--- config.mk ---
export PLATFORM = sky130hd
export DESIGN_NAME = gpio_ctrl
export DESIGN_NICKNAME = d
export VERILOG_FILES = /design/src/rtl/gpio_ctrl.sv
export SDC_FILE = /design/constraint.sdc
export NUM_CORES = 1
export LEC_CHECK = 0
export ABC_AREA = 1
export CAP_MARGIN = 20
export CORE_UTILIZATION = 30
export DETAILED_ROUTE_END_ITERATION = 12
export GPL_TIMING_DRIVEN = 0
export PLACE_DENSITY_LB_ADDON = 0.1
export RECOVER_POWER = 25
export SLEW_MARGIN = 20
export SYNTH_ARGS = -nofsm -noshare
export SYNTH_HDL_FRONTEND = slang
export SYNTH_SLANG_ARGS = --single-unit
--- constraint.sdc ---
create_clock -name clk -period 1.4 [get_ports clk]
set_clock_uncertainty 0.2 [all_clocks]
set_input_delay 0.21 -clock clk [delete_from_list [all_inputs] [get_ports clk]]
set_output_delay 0.21 -clock clk [all_outputs]
set_load 0.02 [all_outputs]
--- src/rtl/gpio_ctrl.sv ---
// Memory-mapped GPIO controller: per-pin direction, input synchroniser, atomic set/clear, and
// optional edge interrupts with write-1-to-clear status (present only when GPIO_IRQ_EN is defined).
module gpio_ctrl #(
   parameter int WIDTH       = 32,
   parameter int SYNC_STAGES = 2
) (
   input  logic             clk,
   input  logic             rst_n,
   input  logic             cs,
   input  logic             we,
   input  logic             re,
   input  logic [4:0]       addr,
   input  logic [31:0]      wdata,
   input  logic [3:0]       be,
   output logic [31:0]      rdata,
   input  logic [WIDTH-1:0] gpio_in,
   output logic [WIDTH-1:0] gpio_out,
   output logic [WIDTH-1:0] gpio_oe,
   output logic             irq
);

   typedef enum logic [2:0] {
      REG_DATA_IN  = 3'd0,
      REG_DATA_OUT = 3'd1,
      REG_DIR      = 3'd2,
      REG_RISE_EN  = 3'd3,
      REG_FALL_EN  = 3'd4,
      REG_STATUS   = 3'd5,
      REG_OUT_SET  = 3'd6,
      REG_OUT_CLR  = 3'd7
   } reg_sel_e;

   reg_sel_e         sel;
   logic             wr_en;
   logic             rd_en;
   logic [31:0]      byte_mask;
   logic [31:0]      wr_bits_full;
   logic [WIDTH-1:0] wr_mask;
   logic [WIDTH-1:0] wr_bits;
   logic [WIDTH-1:0] data_out;
   logic [WIDTH-1:0] dir;
   logic [WIDTH-1:0] sync_q [SYNC_STAGES];
   logic [WIDTH-1:0] sync_in;
   logic [31:0]      rd_word;
   logic             unused_addr_bits;

   assign sel              = reg_sel_e'(addr[4:2]);
   assign wr_en            = cs & we;
   assign rd_en            = cs & re;
   assign unused_addr_bits = ^addr[1:0];

   // Disabled bytes contribute zeros, so SET/CLR/W1C never act on them.
   assign byte_mask    = {{8{be[3]}}, {8{be[2]}}, {8{be[1]}}, {8{be[0]}}};
   assign wr_bits_full = wdata & byte_mask;
   assign wr_mask      = byte_mask[WIDTH-1:0];
   assign wr_bits      = wr_bits_full[WIDTH-1:0];

   function automatic logic [WIDTH-1:0] merge_bytes(input logic [WIDTH-1:0] old_val,
                                                    input logic [WIDTH-1:0] mask,
                                                    input logic [WIDTH-1:0] bits);
      return (old_val & ~mask) | bits;
   endfunction

   always_ff @(posedge clk or negedge rst_n) begin
      if (!rst_n) begin
         for (int i = 0; i < SYNC_STAGES; i++) sync_q[i] <= '0;
      end else begin
         sync_q[0] <= gpio_in;
         for (int i = 1; i < SYNC_STAGES; i++) sync_q[i] <= sync_q[i-1];
      end
   end

   assign sync_in = sync_q[SYNC_STAGES-1];

   always_ff @(posedge clk or negedge rst_n) begin
      if (!rst_n) begin
         data_out <= '0;
         dir      <= '0;
      end else if (wr_en) begin
         case (sel)
            REG_DATA_OUT: data_out <= merge_bytes(data_out, wr_mask, wr_bits);
            REG_OUT_SET:  data_out <= data_out | wr_bits;
            REG_OUT_CLR:  data_out <= data_out & ~wr_bits;
            REG_DIR:      dir      <= merge_bytes(dir, wr_mask, wr_bits);
            default:      ;
         endcase
      end
   end

   assign gpio_out = data_out;
   assign gpio_oe  = dir;

`ifdef GPIO_IRQ_EN
   logic [WIDTH-1:0] rise_en;
   logic [WIDTH-1:0] fall_en;
   logic [WIDTH-1:0] irq_status;
   logic [WIDTH-1:0] prev;
   logic [WIDTH-1:0] edge_set;
   logic [WIDTH-1:0] w1c;

   assign edge_set = (sync_in & ~prev & rise_en) | (~sync_in & prev & fall_en);
   assign w1c      = (wr_en && sel == REG_STATUS) ? wr_bits : '0;

   // A new edge in the same cycle as a clear keeps the status bit set.
   always_ff @(posedge clk or negedge rst_n) begin
      if (!rst_n) begin
         prev       <= '0;
         rise_en    <= '0;
         fall_en    <= '0;
         irq_status <= '0;
      end else begin
         prev       <= sync_in;
         irq_status <= (irq_status & ~w1c) | edge_set;
         if (wr_en && sel == REG_RISE_EN) rise_en <= merge_bytes(rise_en, wr_mask, wr_bits);
         if (wr_en && sel == REG_FALL_EN) fall_en <= merge_bytes(fall_en, wr_mask, wr_bits);
      end
   end

   assign irq = |irq_status;
`else
   assign irq = 1'b0;
`endif

   always_comb begin
      rd_word = '0;
      case (sel)
         REG_DATA_IN:  rd_word = 32'(sync_in);
         REG_DATA_OUT: rd_word = 32'(data_out);
         REG_DIR:      rd_word = 32'(dir);
`ifdef GPIO_IRQ_EN
         REG_RISE_EN:  rd_word = 32'(rise_en);
         REG_FALL_EN:  rd_word = 32'(fall_en);
         REG_STATUS:   rd_word = 32'(irq_status);
`endif
         default:      rd_word = '0;
      endcase
   end

   always_ff @(posedge clk or negedge rst_n) begin
      if (!rst_n) begin
         rdata <= '0;
      end else if (rd_en) begin
         rdata <= rd_word;
      end
   end

endmodule

Word level (Yosys, flattened, before mapping)

Index checks and enable logic that the tools add are counted.

Register bits: 160
Bits in latches: 0
RAM bits: 0
Memory bits (read-only): 0
Bits of input ports: 78
Output and inout bits: 97
Memories kept: 0

Add/sub/neg operators: 0
Multiply operators: 0
Divide/modulo/power cells: 0
Order comparisons: 0
Eq/ne operators: 4
Shift operators: 0
Multiplexer cells: 2
Bitwise gates (word level): 11
Reduce and logical (&&, ||, !) cells: 4

Operators by type and width:

| kind                                                                   | count |
|---|---|
| 32-bit case mux with 3 select lines                                    | 2 |
| 32-bit AND                                                             | 4 |
| 32-bit bitwise OR                                                      | 3 |
| 32-bit NOT                                                             | 2 |
| 3-bit equality test (second input constant)                            | 2 |
| 2-bit AND reduction                                                    | 2 |
| 3-bit by 1-bit equality test with 1-bit output (second input constant) | 1 |
| 3-bit by 2-bit equality test with 1-bit output (second input constant) | 1 |
| 3-bit zero test                                                        | 1 |
| 3-bit nonzero test                                                     | 1 |
| 1-bit AND                                                              | 2 |

Depth between registers and ports, before layout

Depth in word-level cells: 4
Mapped depth: 9
Depth with buffers taken out: 7

Worst setup path after synthesis

OpenSTA, ideal clock, no wires.

Path kind: input to register
Start: in addr[2]
End: reg (tool-made name)
Setup time: 0.117 ns
Arrival: 0.972 ns
Data required time: 1.083 ns
Path slack: 0.111 ns
Stages on the path: 7
Cells stage by stage: buf_4 -> nor2_4 -> nand2_1 -> nor2_4 -> nand2_1 -> nand2_1 -> nand2_1

RTL lines:

| element     | line | RTL |
|---|---|---|
| from (decl) | 12   | `input logic [4:0] addr,` |

Final worst setup path

Start: reg data_out[16], in the netlist gpio_out[16]
End: out gpio_out[16]

RTL lines:

| element                | line | RTL |
|---|---|---|
| from (decl)            | 40   | `logic [WIDTH-1:0] data_out;` |
| from (signal assigned) | 81   | `REG_DATA_OUT: data_out <= merge_bytes(data_out, wr_mask, wr_bits);` |
| from (signal assigned) | 82   | `REG_OUT_SET: data_out <= data_out \| wr_bits;` |
| from (signal assigned) | 83   | `REG_OUT_CLR: data_out <= data_out & ~wr_bits;` |
| to (decl)              | 17   | `output logic [WIDTH-1:0] gpio_out,` |

No word-level cell between the ends.

==> metrics.yaml <==
global_route:
  top_usage_layer: "met2"
  grt_use_met1: 0.282
  globalRoute.totalOverflow: 0
  gr-usage-met3: 0.0503
  use_met2: 0.338
  grt_usage: 0.209
  grt_pass1_wl_um: 36700
  grt_pass1_vias: 6295
  antenna_found_initial: 1
  grt_max_degree: 96
critical_path:
  required_ns: 0.99
  cpPeakStageDelay_ns: 0.43
  cp-end-kind: "output port"
  crit_slowest_cell: "dfrtp_1"
  crit_arrival_ns: 1.01
  startpoint_type: "flip-flop"
  crit_chain: "buf_6"
  crit_family: "flip-flops"
  critPathMaxFanout: 2
  critical_path_class: "reg2out"
  crit_buf_inv: 1
sta:
  worst_slew_pin_slew_ns: 0.962
  finalSetupViolations: 6
  finalCriticalPeriod_ns: 1.42
  rsz0062_at_grt: "yes"
  max_clock_freq_mhz: 707
  setup_ws_ns: -0.0152
  hold_violations: 65
  holdWs_ns: -0.244
  final-max-slew-violation-count: 0
  fin_crit_sh: 1.01
  maxSlewHeadroom: 0.358
drt:
  vias: 6480
  firstDrtPassIters: 9
  drt_iter0_drc: 491
  avgRoutedWirePerCell_um: 17.7
  postRouteAntennaNets: 0
  remaining_drc_errors: 11
  drt-total-wl_um: 23800
  viasPerCell: 4.81
logic_synthesis:
  async_reset_ff_frac: 1.00
  synth_flop_cell: "dfrtp_1"
  synth_edf_count: 0
  synth_area_mm2: 0.00678
  yosysTopAreaCell: "dfrtp_1"
  synth_common_cells: "nand2_1, nand3_1, dfrtp_1, nand4_1, clkbuf_1"
  yosysSeqAreaShare: 0.591
  synthTopCellsByArea: "dfrtp_1, nand2_1, nand3_1"
  synth_cells: 784
  ys_ff_latch: 160
  yosysUniqueCellTypes: 15
  yosysWarnings: 0
  synthMostInstantiatedCell: "nand2_1"
  avgSynthCellArea_um2: 8.64
  synth.net_count: 862
  synth_top_area_frac: 0.591
floorplan:
  die_h_um: 152
  fp.dieArea_mm2: 0.0232
  rows: 54
  coreArea_mm2: 0.0220
  die_x_um: 152
  start_util: 0.309
  io_pins: 175
placed_design:
  io_buffers: 166
  routabilityCongestion: 0.833
  preCtsSetupSlack_ns: -0.773
  dp_hpwl_um: 15800
run_status:
  failed_checks: "DRC, hold timing, setup timing"
  outcome: "finished with violations"
pwr:
  max-vdd-ir-drop_uv: 644
  leakage_nw: 5.27
  powerDensity_mw_per_mm2: 1420
cells_and_area:
  nets: 1133
  syn_to_final_growth_pct: 50.0
  num_antenna_cells: 0
  drive_above_1_share: 0.253
flow_run:
  drv_cap: 0
clocking:
  cts_tree: "yes"
  cts-root-buf: "clkbuf_16"
  clk_pin_slew_ns: 0.06
  cts.sinks: 160
  cts_inserted_buffers: 17
  clk_latency_ns: 0.42
  htree_num_levels: 4
  cts_buffer_depth: 2
min_path:
  hp-class: "in2async"
-- per-stage QoR --
step	instances	util	cell area, um^2	total power [mW]	setup TNS (ns)
2_1_floorplan	784	-	6780	6.99	0
3_3_place_gp	1230	0.400	8790	8.68	-1175.59
3_5_place_dp	1231	0.402	8820	8.70	-62.93
4_1_cts	1326	0.446	9800	14.2	-0.246
5_1_grt	1347	0.463	10200	15.0	-3.06
6_report	1347	0.463	10200	14.4	-0.0405
-- cell families after synthesis --
| group | Yosys count | synth area share |
|---|---|---|
| other | 1 | 0.000553 |
| buffers and inverters | 61 | 0.0475 |
| AND/OR/NAND/NOR | 562 | 0.361 |
| flip-flops | 160 | 0.591 |
-- layout by cell type (no fill, tap or decap), types with 4 or more instances in the layout --
cell	synthesis	routed
nand3_1	192	192
clkbuf_2	0	7
buf_2	17	24
dfrtp_1	160	157
bufinv_16	0	4
buf_6	3	84
buf_4	12	107
clkbuf_1	18	12
nand2_2	1	6
nand2_1	335	330
clkdlybuf4s50_1	0	68
clkbuf_16	0	17
nand4_1	32	32
-- metal layers --
metal	part of all wire	routed length [um]
met1	0.46	10900
met2	0.47	11200
met3	0.065	1550
met4	0.0091	217
met5	0.00071	17
-- report_power, final --
part / internal [mW] / switching, mW / total (mW) / leakage (nW)
logic: 1.87 / 1.91 / 3.78 / 2.96
registers: 5.18 / 0.452 / 5.63 / 2.01
clock network: 3.07 / 1.90 / 4.97 / 0.303
total: 10.1 / 4.27 / 14.4 / 5.27
-- worst paths after layout --
kind                            slack [ns]            to  cells after the start    startpoint
max in group asynchronous             0.27     rdata[20]                      2         rst_n
worst max-delay path                 -0.02  gpio_out[16]                      1  gpio_out[16]
worst min register to register        0.14   sync_in[15]                      0    sync_q[47]
min in group clk                      0.02    sync_q[42]                      1   gpio_in[10]
worst min-delay path                 -0.24    sync_in[3]                      1         rst_n
worst max register to register        0.10     rdata[18]                      6  gpio_out[18]
-- cell type report --
class	instances	area [um^2]
sequential	160	4010
tap	280	350
clock inverter	10	160
multi-input combinational	563	2460
timing repair buffer	252	2370
buffer	55	327
clock buffer	21	460
inverter	6	22.5
fill	2097	11800
-- what timing repair did --
item                       in CTS  in global routing
hold endpoints to repair       65                 65
gates resized for setup       512                 71
setup endpoints to repair     190                146
pin swaps                       1                  0
gates cloned                    0                  0
buffers inserted               64                 21
No activity file was read; power rests on OpenSTA's default activity.
